==> src/rtl/operand_stack_pkg.sv <==
// rtl/operand_stack_pkg.sv - shared CPU constants and stack sizing defaults
//   Purpose: default stack geometry plus opcode prefixes and ALU op encodings
//            used across the multicycle stack CPU datapath.
//   Ports:   none (package).
package operand_stack_pkg;

   localparam int STK_WIDTH = 8;
   localparam int STK_DEPTH = 16;

   // Instruction opcode prefixes (top three bits of the instruction word)
   localparam logic [2:0] OPC_PUSH = 3'b100;
   localparam logic [2:0] OPC_JMP  = 3'b110;
   localparam logic [2:0] OPC_JZ   = 3'b111;
   localparam logic [2:0] OPC_ALU0 = 3'b000;
   localparam logic [2:0] OPC_ALU3 = 3'b011;

   typedef enum logic [1:0] {
      ALU_ADD = 2'b00,
      ALU_SUB = 2'b01,
      ALU_AND = 2'b10,
      ALU_OR  = 2'b11
   } alu_op_e;

endpackage

==> src/rtl/stack_regfile.sv <==
// rtl/stack_regfile.sv - DEPTH x WIDTH storage, sync write, async read
//   Purpose: backing storage for the operand stack; contents are not reset.
//   Ports:   clk            rising-edge clock
//            we/waddr/wdata synchronous write port
//            raddr -> rdata asynchronous read port
module stack_regfile #(
   parameter int WIDTH = 8,
   parameter int DEPTH = 16,
   parameter int AW    = $clog2(DEPTH)
) (
   input  logic             clk,
   input  logic             we,
   input  logic [AW-1:0]    waddr,
   input  logic [WIDTH-1:0] wdata,
   input  logic [AW-1:0]    raddr,
   output logic [WIDTH-1:0] rdata
);

   logic [WIDTH-1:0] r_mem [DEPTH];

   always_ff @(posedge clk) begin
      if (we) r_mem[waddr] <= wdata;
   end

   assign rdata = r_mem[raddr];

endmodule

==> src/rtl/operand_stack.sv <==
// rtl/operand_stack.sv - hardware operand stack for the multicycle stack CPU
//   Purpose: responds to push/pop/tos strobes from the controller; holds the
//            stack pointer, occupancy count, registered dout and sticky errors.
//   Ports:   clk, rst (async, active-high)
//            push/pop/tos strobes, din push data, clr_err clears error flags
//            dout registered top/popped value, count occupancy,
//            empty/full derived from count, err_ovf/err_unf sticky errors
import operand_stack_pkg::*;

module operand_stack #(
   parameter int WIDTH = STK_WIDTH,
   parameter int DEPTH = STK_DEPTH
) (
   input  logic                     clk,
   input  logic                     rst,
   input  logic                     push,
   input  logic                     pop,
   input  logic                     tos,
   input  logic [WIDTH-1:0]         din,
   input  logic                     clr_err,
   output logic [WIDTH-1:0]         dout,
   output logic [$clog2(DEPTH):0]   count,
   output logic                     empty,
   output logic                     full,
   output logic                     err_ovf,
   output logic                     err_unf
);

   localparam int AW = $clog2(DEPTH);
   localparam logic [AW:0] FULL_CNT = DEPTH[AW:0];

   logic [AW-1:0]    r_sp;
   logic [AW:0]      r_count;
   logic [WIDTH-1:0] r_dout;
   logic             r_err_ovf;
   logic             r_err_unf;

   logic             w_empty;
   logic             w_full;
   logic [AW-1:0]    w_top;
   logic [WIDTH-1:0] w_rdata;
   logic             w_we;
   logic [AW-1:0]    w_waddr;
   logic [AW-1:0]    w_sp_nxt;
   logic [AW:0]      w_cnt_nxt;
   logic             w_load_dout;
   logic             w_set_ovf;
   logic             w_set_unf;

   assign w_empty = (r_count == '0);
   assign w_full  = (r_count == FULL_CNT);
   assign w_top   = r_sp - 1'b1;

   // Priority decode: push&pop (replace top) > pop > tos/push. tos is evaluated
   // against the pre-push top because the read port is asynchronous and the
   // write only lands at the clock edge.
   always_comb begin
      w_we        = 1'b0;
      w_waddr     = r_sp;
      w_sp_nxt    = r_sp;
      w_cnt_nxt   = r_count;
      w_load_dout = 1'b0;
      w_set_ovf   = 1'b0;
      w_set_unf   = 1'b0;
      if (push && pop && !w_empty) begin
         w_we        = 1'b1;
         w_waddr     = w_top;
         w_load_dout = 1'b1;
      end else if (pop && !push) begin
         if (!w_empty) begin
            w_load_dout = 1'b1;
            w_sp_nxt    = w_top;
            w_cnt_nxt   = r_count - 1'b1;
         end else begin
            w_set_unf = 1'b1;
         end
      end else begin
         // Reaching here with pop set means push&pop on an empty stack:
         // the pop is dropped (and tos with it) and flagged.
         if (pop) begin
            w_set_unf = 1'b1;
         end else if (tos) begin
            if (!w_empty) w_load_dout = 1'b1;
            else          w_set_unf   = 1'b1;
         end
         if (push) begin
            if (!w_full) begin
               w_we      = 1'b1;
               w_sp_nxt  = r_sp + 1'b1;
               w_cnt_nxt = r_count + 1'b1;
            end else begin
               w_set_ovf = 1'b1;
            end
         end
      end
   end

   stack_regfile #(
      .WIDTH (WIDTH),
      .DEPTH (DEPTH),
      .AW    (AW)
   ) u_regfile (
      .clk   (clk),
      .we    (w_we),
      .waddr (w_waddr),
      .wdata (din),
      .raddr (w_top),
      .rdata (w_rdata)
   );

   always_ff @(posedge clk or posedge rst) begin
      if (rst) begin
         r_sp      <= '0;
         r_count   <= '0;
         r_dout    <= '0;
         r_err_ovf <= 1'b0;
         r_err_unf <= 1'b0;
      end else begin
         r_sp      <= w_sp_nxt;
         r_count   <= w_cnt_nxt;
         if (w_load_dout) r_dout <= w_rdata;
         // A new error in the same cycle as clr_err keeps the flag set.
         r_err_ovf <= w_set_ovf | (r_err_ovf & ~clr_err);
         r_err_unf <= w_set_unf | (r_err_unf & ~clr_err);
      end
   end

   assign dout    = r_dout;
   assign count   = r_count;
   assign empty   = w_empty;
   assign full    = w_full;
   assign err_ovf = r_err_ovf;
   assign err_unf = r_err_unf;

endmodule

==> config.mk <==
export PLATFORM = sky130hd
export DESIGN_NAME = operand_stack
export DESIGN_NICKNAME = d
export VERILOG_FILES = /design/src/rtl/operand_stack_pkg.sv /design/src/rtl/stack_regfile.sv /design/src/rtl/operand_stack.sv
export SDC_FILE = /design/constraint.sdc
export NUM_CORES = 1
export LEC_CHECK = 0
export CORE_MARGIN = 4
export CORE_UTILIZATION = 59
export CTS_CLUSTER_DIAMETER = 200
export DETAILED_ROUTE_END_ITERATION = 8
export PLACE_DENSITY = 0.78
export SYNTH_ARGS = -nofsm -noshare
export SYNTH_HDL_FRONTEND = slang
export SYNTH_SLANG_ARGS = --single-unit
==> constraint.sdc <==
create_clock -name clk -period 3.8 [get_ports clk]
set_input_delay 0.57 -clock clk [delete_from_list [all_inputs] [get_ports clk]]
set_output_delay 0.57 -clock clk [all_outputs]
set_load 0.01 [all_outputs]
* Word-level counts from Yosys, hierarchy flattened
Memory sizes are Yosys's and may differ from the RTL's. A register that Yosys moved wholly into a read port is not among the register bits.
Index checks and enable logic that the tools add are counted.
** Storage, ports and cells
- Flip-flop bits (word level) :: 11
- RAM bits :: 128
- Bits of input ports :: 14
- Output and inout bits :: 17
- Word-level logic and storage cells :: 55
- Memories :: 1
** Memory list
- u_regfile.r_mem :: depth 16, bits a word 8, read ports 1, clocked after memory_dff 1, write ports 1, RTL line stack_regfile.sv:19 : logic [WIDTH-1:0] r_mem [DEPTH];
** Operators by class
- $add $sub $neg :: 4
- Eq/ne operators :: 3
- Mux-type cells :: 29
- Bitwise gates (word level) :: 6
- Reduce and logical (&&, ||, !) cells :: 8
** Operators by type and width (count)
- $mux 1 :: 20
- $mux 4 :: 5
- $mux 5 :: 4
- $add 5x1->5 const B :: 1
- $eq 5x5->1 const B :: 1
- $logic_not 5->1 :: 1
- $sub 5x1->5 const B :: 1
- $add 4x1->4 const B :: 1
- $reduce_and 4->1 :: 1
- $sub 4x1->4 const B :: 1
- $logic_and 1x1->1 :: 3
- $and 1x1->1 :: 2
- $logic_not 1->1 :: 2
- $ne 2x1->1 const B :: 1
- $ne 2x2->1 const B :: 1
- $not 1->1 :: 2
- $or 1x1->1 :: 2
- $reduce_bool 2->1 :: 1

* Depth between registers and ports, before layout
Gate-level depths: netlist of run 1.
- Word-level depth :: 7
- Depth in mapped cells :: 12
- Depth with buffers taken out :: 9

* Hierarchy
From an unflattened synthesis of run 1, not the netlist that was laid out.
** Unflattened totals
- Cell total of the unflattened synthesis :: 338
- Area total of the unflattened synthesis :: 6190.9 µm²
** Modules (own cells, without submodules)
- stack_regfile :: times used 1, cells an instance 221, area an instance 4987.3 µm²
- operand_stack :: times used 1, cells an instance 117, area an instance 1203.7 µm²

* Worst setup path before layout of run 1
No wires, ideal clock.
- Kind :: register to register
- Start :: register r_sp[0]
- End :: memory u_regfile.r_mem[9][0] (enable)
- Library setup time :: 373 ps
- Arrival time :: 2873 ps
- Data required time :: 3427 ps
- Path slack :: 554 ps
- Cell stages (with the launch flop) :: 12
- Path buffers :: 5
- Period minus slack after synthesis :: 3246 ps
- Cell sequence :: dfrtp_1 > buf_2 > buf_2 > buf_2 > inv_1 > ha_1 > clkbuf_1 > buf_1 > inv_1 > nor3_1 > a31o_2 > nor2b_1
** On the way
- Longest elaborated chain between the ends :: 2
** Ends and longest elaborated chain
- start, declared :: RTL line operand_stack.sv:32 : logic [AW-1:0] r_sp;
- start signal, assigned :: RTL line operand_stack.sv:119 : r_sp <= w_sp_nxt;
- $sub 4x1->4 :: RTL line operand_stack.sv:52 : assign w_top = r_sp - 1'b1;
- $mux 4 (*) :: RTL line operand_stack.sv:65 : if (push && pop && !w_empty) begin
- end, declared :: RTL line stack_regfile.sv:19
Every way passes the cells marked *; elsewhere a longest branch is shown, timed or not.

* Worst setup path in the final report of run 1
- Start :: register r_count[0], in the netlist count[0]
- End :: output port empty
** On the way
- Longest elaborated chain between the ends :: 1
** Ends and longest elaborated chain
- start, declared :: RTL line operand_stack.sv:33 : logic [AW:0] r_count;
- start signal, assigned :: RTL line operand_stack.sv:120 : r_count <= w_cnt_nxt;
- $logic_not 5->1 :: RTL line operand_stack.sv:50 : assign w_empty = (r_count == '0);
- end, declared :: RTL line operand_stack.sv:23 : output logic empty,
No other way between the ends.

==> flow_metrics.py, run 1 <==
metrics = {
    "synthesis": {
        "synthFlopType": "edfxtp_1",
        "ys_seq_elements": 147,
        "synthAdderAreaFrac_pct": 1.35,
        "yosys_warnings": 0,
        "synth.avg_cell_area_um2": 16.8,
        "netlist_instances": 364,
        "async_flop_share_pct": 12.9,
        "synth_area_mm2": 0.00613,
        "synthDistinctLibCells": 49,
        "synth_edf_count": 128,
        "synth_xor_area_share_pct": 1.29,
        "ys_seq_area_share_pct": 70.4,
        "muxShareOfSynthArea_pct": 12.1,
        "synth-simple-area-share_pct": 5.67,
        "synth_top_family_by_area": "multiplexers",
        "syn-num-nets": 384,
        "synth_compound_area_share_pct": 6.10,
    },
    "clocking": {
        "worstSkewPairLatency_ns": 0.53,
        "cts_buffers": 17,
        "path_clk_slew_ns": 0.06,
        "post_cts_buffers": 0,
        "cts_root_buffer": "clkbuf_8",
        "ctsHoldBuffers": 0,
        "cts_tree": "built",
        "cts_sinks": 147,
        "cts-htree-levels": 4,
        "cts_buffer_depth": 2,
        "cts-resized-gates": 0,
    },
    "detailed_routing": {
        "drt-total-wl_um": 12400,
        "drtIter0Drc": 363,
        "dr_total_vias": 3413,
        "ant_nets": 0,
        "drc": 0,
        "firstDrtPassIters": 5,
        "vias_per_cell": 6.13,
        "wl_per_cell_um": 22.2,
    },
    "worst_setup_path": {
        "criticalPathCategory": "register to output pin",
        "crit_fanout": 6,
        "start_kind": "register",
        "r2r_slack_ns": 0.89,
        "max_stage_delay_ns": 0.60,
        "required_ns": 3.23,
        "arrival_ns": 2.39,
        "worstSetupEndpointType": "output pin",
        "path_cells": "nor4_2 > nand2b_1 > inv_1 > clkdlybuf4s50_1",
        "cp_slowest_cell": "nor4_2",
    },
    "floorplan": {
        "coreArea_mm2": 0.00995,
        "start_util_pct": 61.6,
        "die_w_um": 110,
        "die_h_um": 110,
        "die_area_mm2": 0.0121,
        "fp-row-count": 36,
        "ios": 31,
    },
    "global_routing": {
        "grt_usage_pct": 22.8,
        "grt_pass1_vias": 3364,
        "grt-ovfl-total": 0,
        "antenna_found_initial": 0,
        "grt_pass1_wl_um": 19200,
        "grt_max_degree": 24,
    },
    "timing": {
        "hold_viol_final": 0,
        "setup_tns_ns": 0,
        "grt_setup_unrepaired": "false",
        "hold_slack_ns": 0.470,
        "slew-limit-headroom_pct": 37.7,
        "period_share_pct": 78.0,
        "fin_skew_ns": 0.00585,
        "maxSlewViolCount": 0,
        "setup_ws_ns": 0.838,
        "tightest_slew_ns": 0.929,
        "period_minus_slack_ns": 2.96,
        "finalSetupViolCount": 0,
        "clock.fmax_mhz": 338,
    },
    "power_and_ir_drop": {
        "seq_power_share_pct": 37.9,
        "p_clk_share_pct": 24.7,
        "power_mw": 5.74,
        "p_per_area_mw_per_mm2": 803,
        "power.leakage_nw": 2.48,
        "p_int_mw": 3.84,
        "ir_worst_vdd_mv": 0.463,
        "switching_share_pct": 33.2,
        "p_comb_share_pct": 37.4,
        "switching_power_mw": 1.91,
    },
    "placed_design": {
        "dp_slack_ns": 0.787,
        "dp.cells": 526,
        "placed_cell_area_mm2": 0.00666,
        "gp_congestion": 0.801,
        "hpwlAfterDp_um": 7850,
        "io_buffers": 30,
    },
    "worst_hold_path": {
        "min_path_type": "input pin to async pin",
    },
    "final_layout": {
        "final_nets": 432,
        "fin_cells": 557,
        "layout_commonest_cell": "edfxtp_1",
        "antenna_cells": 0,
        "design_area_mm2": 0.00715,
        "mostFrequentLayoutCells": "edfxtp_1 (128), mux4_2 (32), clkdlybuf4s50_1 (30)",
        "final_util_pct": 71.9,
        "drive_gt1_share_pct": 18.6,
        "areaGrowthSynthToFinish_pct": 16.6,
    },
    "run_status": {
        "status": "finished, final reports clean",
    },
    "flow_run": {
        "cap_violations": 0,
    },
}
==> worst max-delay path: cells and delay by family, from the launching register on <==
kind	cells	cell delay, ns
and+or+nand+nor	2	0.81
buffers and inverters	2	0.61
DFF	1	0.45
==> power by group through the flow <==
stage,clock [mW],combinational [mW],sequential (mW)
floorplan,0,1.46,2.15
global placement,0,2.08,2.19
detailed placement,0,2.13,2.20
CTS,1.43,2.16,2.17
global route,1.51,2.33,2.20
finish,1.42,2.15,2.17
==> cell type report <==
class / count / area (µm²)
flip-flops and latches: 147 / 4320
fillers: 600 / 2800
multi-input cells: 169 / 1620
repair buffers: 48 / 435
clock buffers: 22 / 433
well taps: 133 / 166
inverters: 29 / 109
clock inverters: 9 / 65.1
==> flip-flops by register name (all words and copies together), names as in the netlist <==
register         cells
count                5
dout                 8
err_ovf              1
err_unf              1
r_sp                 4
u_regfile.r_mem    128
==> cells in the mapped netlist, types with 3 or more instances <==
library cell / number / area share, %
nor2_1: 16 / 0.98
mux4_2: 32 / 12
o21ai_0: 11 / 0.90
inv_1: 29 / 1.8
nand2b_1: 5 / 0.51
xnor2_1: 5 / 0.71
a221oi_1: 8 / 1.1
nand2_1: 15 / 0.92
xor2_1: 4 / 0.57
dfrtp_1: 19 / 7.8
ha_1: 5 / 1.0
o21ai_1: 4 / 0.33
nor3_1: 8 / 0.65
a31oi_1: 4 / 0.41
nor2b_1: 6 / 0.61
a21oi_1: 3 / 0.24
nor3b_1: 3 / 0.37
clkbuf_1: 10 / 0.61
buf_2: 7 / 0.57
o22ai_1: 9 / 0.92
edfxtp_1: 128 / 63
==> per-layer routing <==
| layer | track usage, % | wire [µm] |
|---|---|---|
| met5 | 0 | 0 |
| met2 | 34.9 | 6060 |
| met3 | 5.75 | 824 |
| met4 | 10.5 | 384 |
| met1 | 31.3 | 5110 |
==> kinds of logic after synthesis <==
| logic type | Yosys count |
|---|---|
| muxes | 34 |
| adders and majority gates | 6 |
| AOI/OAI and AO/OA | 53 |
| buffers and inverters | 48 |
| and+or+nand+nor | 67 |
| DFF | 147 |
| xor gates and xnor gates | 9 |
==> path summary, 6_finish.rpt <==
kind                                       from                              end  depth (start not counted)
max                        count[0]$_DFFE_PP0P_                            empty                          4
min                                         rst             count[1]$_DFFE_PP0P_                          2
max reg2reg                 r_sp[1]$_DFFE_PP0P_  u_regfile.r_mem[7][2]$_DFFE_PP_                          7
min reg2reg                 dout[3]$_DFFE_PP0P_              dout[3]$_DFFE_PP0P_                          2
max in group asynchronous                   rst              r_sp[0]$_DFFE_PP0P_                          2
min in group clk            dout[3]$_DFFE_PP0P_              dout[3]$_DFFE_PP0P_                          2
No activity file was read; power rests on OpenSTA's default activity.
==> run 2, diff against run 1 <==
CORE_UTILIZATION = 54   (was 59)
PLACE_DENSITY = 0.76   (was 0.78)
clock period = 2.5 ns   (was 3.8 ns; I/O delays follow)
==> flow_metrics.py, run 2 (same netlist as run 1, synthesis figures left out) <==
metrics = {
    "run_status": {
        "status": "finished, final reports clean",
    },
    "timing": {
        "setup_ws_ns": 0.0919,
        "finalSetupViolCount": 0,
        "period_share_pct": 96.3,
        "slew-limit-headroom_pct": 51.9,
        "hold_slack_ns": 0.387,
        "tightest_slew_ns": 0.721,
        "clock.fmax_mhz": 415,
        "fin_skew_ns": 0.00476,
        "hold_viol_final": 0,
        "maxSlewViolCount": 0,
        "period_minus_slack_ns": 2.41,
        "grt_setup_unrepaired": "false",
    },
    "worst_setup_path": {
        "crit_fanout": 8,
        "criticalPathCategory": "register to register",
        "required_ns": 2.59,
        "start_kind": "register",
        "worstSetupEndpointType": "register",
        "r2r_cells": 6,
        "arrival_ns": 2.50,
    },
    "clocking": {
        "cts_buffer_depth": 2,
        "cts_root_buffer": "clkbuf_16",
        "cts_tree": "built",
        "path_clk_slew_ns": 0.06,
        "worstSkewPairLatency_ns": 0.41,
        "cts_buffers": 17,
        "ctsHoldBuffers": 0,
        "cts-htree-levels": 4,
        "cts_sinks": 147,
    },
    "global_routing": {
        "grt_pass1_vias": 3672,
        "grt-ovfl-total": 0,
        "grt_usage_pct": 21.8,
        "grt_pass1_wl_um": 20500,
        "antenna_found_initial": 0,
        "grt_max_degree": 35,
    },
    "detailed_routing": {
        "wl_per_cell_um": 22.3,
        "firstDrtPassIters": 5,
        "drc": 0,
        "drt-total-wl_um": 13000,
        "vias_per_cell": 6.02,
        "dr_total_vias": 3527,
        "ant_nets": 0,
        "drtIter0Drc": 283,
    },
    "placed_design": {
        "io_buffers": 30,
        "gp_congestion": 0.782,
        "dp_slack_ns": -0.0977,
        "hpwlAfterDp_um": 8020,
    },
    "power_and_ir_drop": {
        "power.leakage_nw": 2.67,
        "power_mw": 9.51,
        "p_per_area_mw_per_mm2": 1240,
        "ir_worst_vdd_mv": 0.789,
    },
    "final_layout": {
        "final_util_pct": 69.6,
        "final_nets": 453,
        "mostFrequentLayoutCells": "edfxtp_1 (128), buf_4 (34), mux4_2 (32)",
        "antenna_cells": 0,
        "drive_gt1_share_pct": 29.8,
        "nFillCells": 700,
        "areaGrowthSynthToFinish_pct": 24.7,
        "largest_reg_flops": 128,
        "regMostFlops": "u_regfile.r_mem",
        "layout_commonest_cell": "edfxtp_1",
    },
    "worst_hold_path": {
        "min_path_type": "input pin to async pin",
    },
    "floorplan": {
        "start_util_pct": 55.8,
        "die_h_um": 115,
        "ios": 31,
        "die_area_mm2": 0.0131,
        "die_w_um": 115,
        "coreArea_mm2": 0.0110,
        "fp-row-count": 38,
    },
    "flow_run": {
        "cap_violations": 0,
    },
}
run 2: cell types whose count changed in the layout (fill, tap and decap cells not counted), moves of 4 or more:
cell	delta
buf_12	+5
buf_4	+16
clkbuf_1	-4
nor2_1	-12
nor2_4	+12
nor2b_1	-4
nor2b_4	+4
run 2: layer usage:
metal	vias to the layer above	wire, µm	share of wire [%]	track usage [%]
li1	1562	-	-	-
met1	1772	5190	40	28.2
met2	156	6650	51	35.4
met3	37	820	6.3	5.55
met4	0	380	2.9	9.18
met5	-	0	0	0
run 2: power by group:
group	leakage, nW	total, mW	switching, mW	internal [mW]
Clock	0.271	2.35	0.912	1.44
Combinational	1.02	3.91	2.07	1.85
Sequential	1.39	3.24	0.189	3.05
Total	2.67	9.51	3.17	6.34
run 2: path summary, 6_finish.rpt:
path                                                   end            startpoint  slack [ns]
max                        u_regfile.r_mem[5][5]$_DFFE_PP_  count[0]$_DFFE_PP0P_        0.09
min                                   count[3]$_DFFE_PP0P_                   rst        0.39
max reg2reg                u_regfile.r_mem[5][5]$_DFFE_PP_  count[0]$_DFFE_PP0P_        0.09
min reg2reg                            dout[3]$_DFFE_PP0P_   dout[3]$_DFFE_PP0P_        0.48
max in group asynchronous              r_sp[0]$_DFFE_PP0P_                   rst        1.61
min in group clk                       dout[3]$_DFFE_PP0P_   dout[3]$_DFFE_PP0P_        0.48
run 2: final cells by class:
class / count / area (µm²) / area share [%]
multi-input combinational: 169 / 1840 / 24.0
inverter: 29 / 109 / 1.42
clock buffer: 18 / 429 / 5.61
tap: 140 / 175 / 2.29
sequential: 147 / 4320 / 56.5
clock inverter: 14 / 120 / 1.57
timing repair buffer: 69 / 657 / 8.59
run 2: worst max-delay path: stages, from the launching register on:
cell and delay (ns):
dfrtp_1 0.38, or4_4 0.60, o2111ai_2 0.20, xnor2_1 0.13, buf_4 0.17, or2_4 0.31, nor2b_4 0.29
run 2: metrics by stage:
stage | TNS [ns] | area (µm²) | std cells
floorplan | 0 | 6310 | 364
global placement | -0.883 | 6930 | 544
detailed placement | -5.45 | 6930 | 544
CTS | 0 | 7570 | 583
global route | 0 | 7650 | 586
finish | 0 | 7650 | 586
run 2: timing repair:
item,CTS,global route
resized for setup,6,9
setup endpoints to repair,114,122
pin swaps,4,3
buffers inserted,7,3
